File: src/rtl/fifo_pkg.sv
// -----------------------------------------------------------------------------
// fifo_pkg
// Shared defaults for the width-converting FIFO (fifo_4) and its storage
// (fifo_mem), plus the pointer-width helper used by both.
// Contents:
//   FIFO_IN_W   default write-word width in bits
//   FIFO_RATIO  default number of output lanes per written word
//   FIFO_DEPTH  default word capacity (power of two)
//   ptr_width() address width needed to index a memory of a given depth
// -----------------------------------------------------------------------------
package fifo_pkg;

   localparam int FIFO_IN_W  = 16;
   localparam int FIFO_RATIO = 2;
   localparam int FIFO_DEPTH = 32;

   // Width of a pointer that wraps naturally over 'depth' entries.
   function automatic int ptr_width(input int depth);
      return (depth > 1) ? $clog2(depth) : 1;
   endfunction

endpackage

File: src/rtl/fifo_mem.sv
// -----------------------------------------------------------------------------
// fifo_mem
// DEPTH x W storage array: one synchronous write port, one asynchronous
// (combinational) read port. Holds no control state.
// Ports:
//   clk    in   write clock
//   we     in   write enable
//   waddr  in   write address
//   wdata  in   write data
//   raddr  in   read address
//   rdata  out  contents of mem[raddr], combinational
// -----------------------------------------------------------------------------
module fifo_mem
   import fifo_pkg::*;
#(
   parameter int W     = FIFO_IN_W,
   parameter int DEPTH = FIFO_DEPTH
) (
   input  logic                        clk,
   input  logic                        we,
   input  logic [ptr_width(DEPTH)-1:0] waddr,
   input  logic [W-1:0]                wdata,
   input  logic [ptr_width(DEPTH)-1:0] raddr,
   output logic [W-1:0]                rdata
);

   logic [W-1:0] mem [DEPTH];

   // NOTE: the array has no reset; contents are only observable after a write,
   // and leaving it unreset lets synthesis map it onto RAM or plain flops.
   always_ff @(posedge clk) begin
      if (we) begin
         mem[waddr] <= wdata;
      end
   end

   assign rdata = mem[raddr];

endmodule

File: src/rtl/fifo_4.sv
// -----------------------------------------------------------------------------
// fifo_4
// Show-ahead FIFO that accepts IN_W-bit words and emits them as RATIO lanes of
// OUT_W = IN_W/RATIO bits each. A word is freed once its last lane is read.
// Parameters:
//   IN_W       write word width
//   RATIO      lanes per word (IN_W % RATIO == 0)
//   DEPTH      word capacity (power of two, >= 2)
//   LSB_FIRST  1: least-significant lane emitted first; 0: most-significant
// Ports:
//   clk            in   clock, rising edge
//   rstn           in   synchronous active-low reset (priority over flush)
//   flush          in   synchronous clear of contents
//   data_in        in   write word
//   input_valid    in   writer offers data_in
//   input_enable   out  FIFO can accept a word (not full)
//   data_out       out  current head lane (0 while empty)
//   output_valid   out  data_out holds a valid lane (not empty)
//   output_enable  in   reader consumes the current lane
//   level          out  words held, a partially read word counting as one
// -----------------------------------------------------------------------------
module fifo_4
   import fifo_pkg::*;
#(
   parameter int IN_W      = FIFO_IN_W,
   parameter int RATIO     = FIFO_RATIO,
   parameter int DEPTH     = FIFO_DEPTH,
   parameter int LSB_FIRST = 1
) (
   input  logic                     clk,
   input  logic                     rstn,
   input  logic                     flush,
   input  logic [IN_W-1:0]          data_in,
   input  logic                     input_valid,
   output logic                     input_enable,
   output logic [IN_W/RATIO-1:0]    data_out,
   output logic                     output_valid,
   input  logic                     output_enable,
   output logic [$clog2(DEPTH):0]   level
);

   localparam int OUT_W  = IN_W / RATIO;
   localparam int PTR_W  = ptr_width(DEPTH);
   localparam int LVL_W  = $clog2(DEPTH) + 1;
   localparam int LANE_W = (RATIO > 1) ? $clog2(RATIO) : 1;

   localparam logic [LANE_W-1:0] LAST_LANE = LANE_W'(RATIO - 1);
   localparam logic [LVL_W-1:0]  FULL_LVL  = LVL_W'(DEPTH);

   logic [PTR_W-1:0]  wr_ptr;
   logic [PTR_W-1:0]  rd_ptr;
   logic [LANE_W-1:0] lane_idx;
   logic [LVL_W-1:0]  level_q;
   logic [IN_W-1:0]   head_word;

   logic full;
   logic empty;
   logic wr_en;
   logic rd_en;
   logic rd_done;

   // Status comes from the registered level only, so the handshake outputs
   // never depend combinationally on input_valid or output_enable.
   assign full         = (level_q == FULL_LVL);
   assign empty        = (level_q == '0);
   assign input_enable = !full;
   assign output_valid = !empty;
   assign level        = level_q;

   assign wr_en   = input_valid && !full;
   assign rd_en   = output_enable && !empty;
   assign rd_done = rd_en && (lane_idx == LAST_LANE);

   fifo_mem #(
      .W     (IN_W),
      .DEPTH (DEPTH)
   ) u_mem (
      .clk   (clk),
      .we    (wr_en && rstn && !flush),
      .waddr (wr_ptr),
      .wdata (data_in),
      .raddr (rd_ptr),
      .rdata (head_word)
   );

   // NOTE: all state here uses non-blocking assignments so every register
   // samples the pre-edge values, independent of statement order.
   always_ff @(posedge clk) begin
      if (!rstn || flush) begin
         wr_ptr   <= '0;
         rd_ptr   <= '0;
         lane_idx <= '0;
         level_q  <= '0;
      end else begin
         if (wr_en) begin
            wr_ptr <= wr_ptr + 1'b1;
         end
         if (rd_en) begin
            if (rd_done) begin
               lane_idx <= '0;
               rd_ptr   <= rd_ptr + 1'b1;
            end else begin
               lane_idx <= lane_idx + 1'b1;
            end
         end
         // Level moves only on whole words: a non-final lane read frees nothing.
         unique case ({wr_en, rd_done})
            2'b10:   level_q <= level_q + 1'b1;
            2'b01:   level_q <= level_q - 1'b1;
            default: level_q <= level_q;
         endcase
      end
   end

   // Map the read order onto physical lane position within the head word.
   logic [LANE_W-1:0] sel;
   logic [OUT_W-1:0]  lane_data;

   // NOTE: every output of this block gets a default first so no path through
   // the loop can leave it unassigned and infer a latch.
   always_comb begin
      sel       = (LSB_FIRST != 0) ? lane_idx : (LAST_LANE - lane_idx);
      lane_data = '0;
      for (int i = 0; i < RATIO; i++) begin
         if (sel == LANE_W'(i)) begin
            lane_data = head_word[i*OUT_W +: OUT_W];
         end
      end
   end

   assign data_out = empty ? '0 : lane_data;

endmodule

File: config.mk
export PLATFORM = sky130hd
export DESIGN_NAME = fifo_4
export DESIGN_NICKNAME = d
export VERILOG_FILES = /design/src/rtl/fifo_pkg.sv /design/src/rtl/fifo_mem.sv /design/src/rtl/fifo_4.sv
export SDC_FILE = /design/constraint.sdc
export NUM_CORES = 1
export LEC_CHECK = 0
export ABC_AREA = 1
export CAP_MARGIN = 20
export CORE_ASPECT_RATIO = 1.2
export CORE_UTILIZATION = 62
export DETAILED_ROUTE_END_ITERATION = 7
export PLACE_DENSITY = 0.77
export SKIP_LAST_GASP = 1
export SLEW_MARGIN = 5
export SYNTH_ARGS = -nofsm -noshare
export SYNTH_HDL_FRONTEND = slang
export SYNTH_HIERARCHICAL = 1
export SYNTH_SLANG_ARGS = --single-unit
File: constraint.sdc
create_clock -name clk -period 2.8 [get_ports clk]
set_input_delay 0.42 -clock clk [delete_from_list [all_inputs] [get_ports clk]]
set_output_delay 0.42 -clock clk [all_outputs]
set_load 0.02 [all_outputs]
==> results.json <==
{
  "numPortBuffers": 36,
  "drv_cap": 0,
  "violations": "setup timing",
  "crit_fanout": 10,
  "start_util_pct": 63.1,
  "post-route-period-util_pct": 112,
  "drive_above_1_share_pct": 17.5,
  "final_cells": 2567,
  "cellLeakagePower_nw": 9.91,
  "syn_nets": 1979,
  "rsz0062_at_grt": "yes",
  "min_period_ns": 3.12,
  "crit_arrival_ns": 2.70,
  "fillers": 1970,
  "totalWireLength_um": 62200,
  "rows": 75,
  "synthCells": 1950,
  "cts.path.max_buffers": 3,
  "grt_pass1_vias": 15534,
  "cts-root-buf": "clkbuf_16",
  "diodes": 0,
  "fin_ws_ns": -0.324,
  "gr-total-overflow": 0,
  "dieHeight_um": 209,
  "area_delta_synth_final_pct": 20.5,
  "status": "finished, violations left",
  "setup_viol": 8,
  "grt_antenna_before_repair": 0,
  "cpMostUsedCell": "nand2_1",
  "synth_ff_type": "edfxtp_1",
  "wl_per_cell_um": 24.2,
  "insertion_delay_ns": 0.58,
  "routed_via_density": 6.31,
  "vias": 16206,
  "hold_path.class": "in2reg",
  "cts.sinks": 529,
  "ys_types": 32,
  "synth_warnings": 6,
  "async_reset_ff_share_pct": 0,
  "worstSetupPathType": "reg2out",
  "crit_chain": "buf_12 -> buf_16 -> buf_12 -> nand2_1 -> nand3_1 -> nand3_1 -> nand2_1 -> nand2_1 -> nand2_1 -> nand2_1 -> nand2_1 -> nand2_1 -> nand2_2 -> nand2_1 -> inv_1 -> buf_6",
  "timing.fmax_mhz": 320,
  "final_antenna_net_count": 0,
  "die_area_mm2": 0.0365,
  "worstPathRequired_ns": 2.38,
  "avgSynthCellArea_um2": 11.4,
  "start_kind": "flip-flop",
  "grt_max_degree": 65,
  "clkSlewWorstSetupHoldPaths_ns": 0.07,
  "dp.final_hpwl_um": 31400,
  "fin_skew_ns": 0.0187,
  "max_stage_delay_ns": 0.38,
  "grt_pass1_wl_um": 89400,
  "core_area_mm2": 0.0351,
  "final_hold_viol_count": 0,
  "layout.nets": 2095,
  "ys_seq_area_share_pct": 70.9,
  "final_area_mm2": 0.0267,
  "first_pass_iters": 6,
  "gp_congestion": 0.857,
  "htreeDepth": 2,
  "dpl.cell_count": 2443,
  "syn_area_mm2": 0.0222,
  "cp-end-kind": "primary output",
  "drc": 0,
  "slew_viol_final": 0,
  "io_pins": 37,
  "track_usage_pct": 33.2,
  "p_per_area_mw_per_mm2": 592,
  "synth-edff-count": 512,
  "cts_tree": "done",
  "ys_seq_elements": 529,
  "worst_path_max_delay_cell": "dfxtp_4",
  "worst_slew_pin_slew_ns": 0.761,
  "post_dp_cell_area_mm2": 0.0237,
  "die_w_um": 175,
  "max-slew-margin-rel_pct": 49.2,
  "ir_worst_vdd_uv": 501,
  "first_iter_violations": 2123,
  "cts_buffers": 49
}
[worst paths after layout]
check             from           to  slack (ns)  cells past startpoint
max          rd_ptr[0]  data_out[2]       -0.32                     16
min               rstn    wr_ptr[0]        0.52                      5
max reg2reg   lane_idx     level[5]        0.36                     10
min reg2reg  wr_ptr[1]    wr_ptr[1]        0.55                      2
[cell families after synthesis]
kind of cell / share of synthesized area [%]
AO/OA/AOI/OAI: 0.480
AND/OR/NAND/NOR: 23.6
buffers and inverters: 4.13
XOR/XNOR: 0.356
flip-flops: 70.9
adder cells (fa/ha/maj): 0.486
[state kept, by name, indices dropped and copies added, names as in the netlist]
name and flops:
lane_idx 1, rd_ptr 5, level 6, u_mem/mem 512, wr_ptr 5
[repair_timing]
| action | 4_1_cts | 5_1_grt |
|---|---|---|
| gates cloned | 18 | 5 |
| setup endpoints to repair | 8 | 8 |
| hold buffers | 0 | 0 |
| pin swaps | 44 | 45 |
| buffers inserted | 8 | 3 |
| gates resized for setup | 164 | 76 |
[power by group]
group          internal [mW]  switching [mW]
combinational          0.146           0.322
sequential              8.68          0.0150
clock                   3.81            2.84
total                   12.6            3.18
[cell type report]
type                    count  area (um2)  share of cell area [%]
multi-input cells        1276        6000                    22.5
clock buffers              64        1370                    5.12
well taps                 462         578                    2.16
inverters                  34         159                   0.595
repair buffers            174        2610                    9.76
clock inverters            26         231                   0.867
repair inverters            2        46.3                   0.173
flip-flops and latches    529       15700                    58.9
[critical path: cells and delay by family, from the launching register on]
| kind | cells | cell delay (ns) |
|---|---|---|
| AND/OR/NAND/NOR | 11 | 1.05 |
| buffers and inverters | 5 | 0.71 |
| flip-flops | 1 | 0.38 |
[stage by stage]
stage	power, mW	setup TNS (ns)	utilization (%)	hold WS [ns]	setup slack (ns)
final	15.8	-1.89	76.1	0.518	-0.324
after global placement	9.27	-0.0418	67.6	0.517	-0.0414
after global routing	16.1	-2.59	76.1	0.580	-0.366
after CTS	15.8	-0.939	74.9	0.510	-0.135
after floorplan	9.02	0	-	0.481	0.344
after detailed placement	9.28	-0.283	67.6	0.537	-0.0838
[cells in the mapped netlist (all sizes together), types with 4 or more instances]
cell | n | area [um2]
nand2 | 780 | 2940
edfxtp | 512 | 15400
nand3 | 415 | 2090
buf | 92 | 709
nor2 | 44 | 178
inv | 34 | 135
clkbuf | 19 | 71.3
dfxtp | 17 | 340
a21oi | 15 | 86.3
ha | 7 | 87.6
xor2 | 5 | 43.8
xnor2 | 4 | 35.0
[placed cells by master, fill, tap and decap left out, types with 5 or more instances in the layout]
cell type | Yosys | routed
clkinv_1 | 0 | 8
buf_12 | 1 | 50
nor2_1 | 41 | 41
a21oi_1 | 12 | 12
clkbuf_16 | 0 | 57
clkinv_2 | 0 | 10
inv_1 | 31 | 26
nand2_2 | 0 | 75
buf_4 | 28 | 54
nand2_1 | 779 | 699
dfxtp_1 | 17 | 14
nand3_1 | 413 | 365
nand2_4 | 1 | 6
buf_16 | 0 | 21
ha_1 | 7 | 7
buf_6 | 25 | 11
inv_2 | 1 | 5
xor2_1 | 5 | 5
edfxtp_1 | 512 | 512
nand3_2 | 1 | 48
clkdlybuf4s50_1 | 0 | 28
clkbuf_1 | 19 | 10
[routing by layer]
metal	track usage, %	wire, um	vias to the layer above
met1	41.5	21200	7801
met2	54.8	30400	1155
met5	0	0	-
met3	4.95	6620	267
met4	20.3	4060	0
li1	-	-	6983
Power figures use the tool's default switching activity.
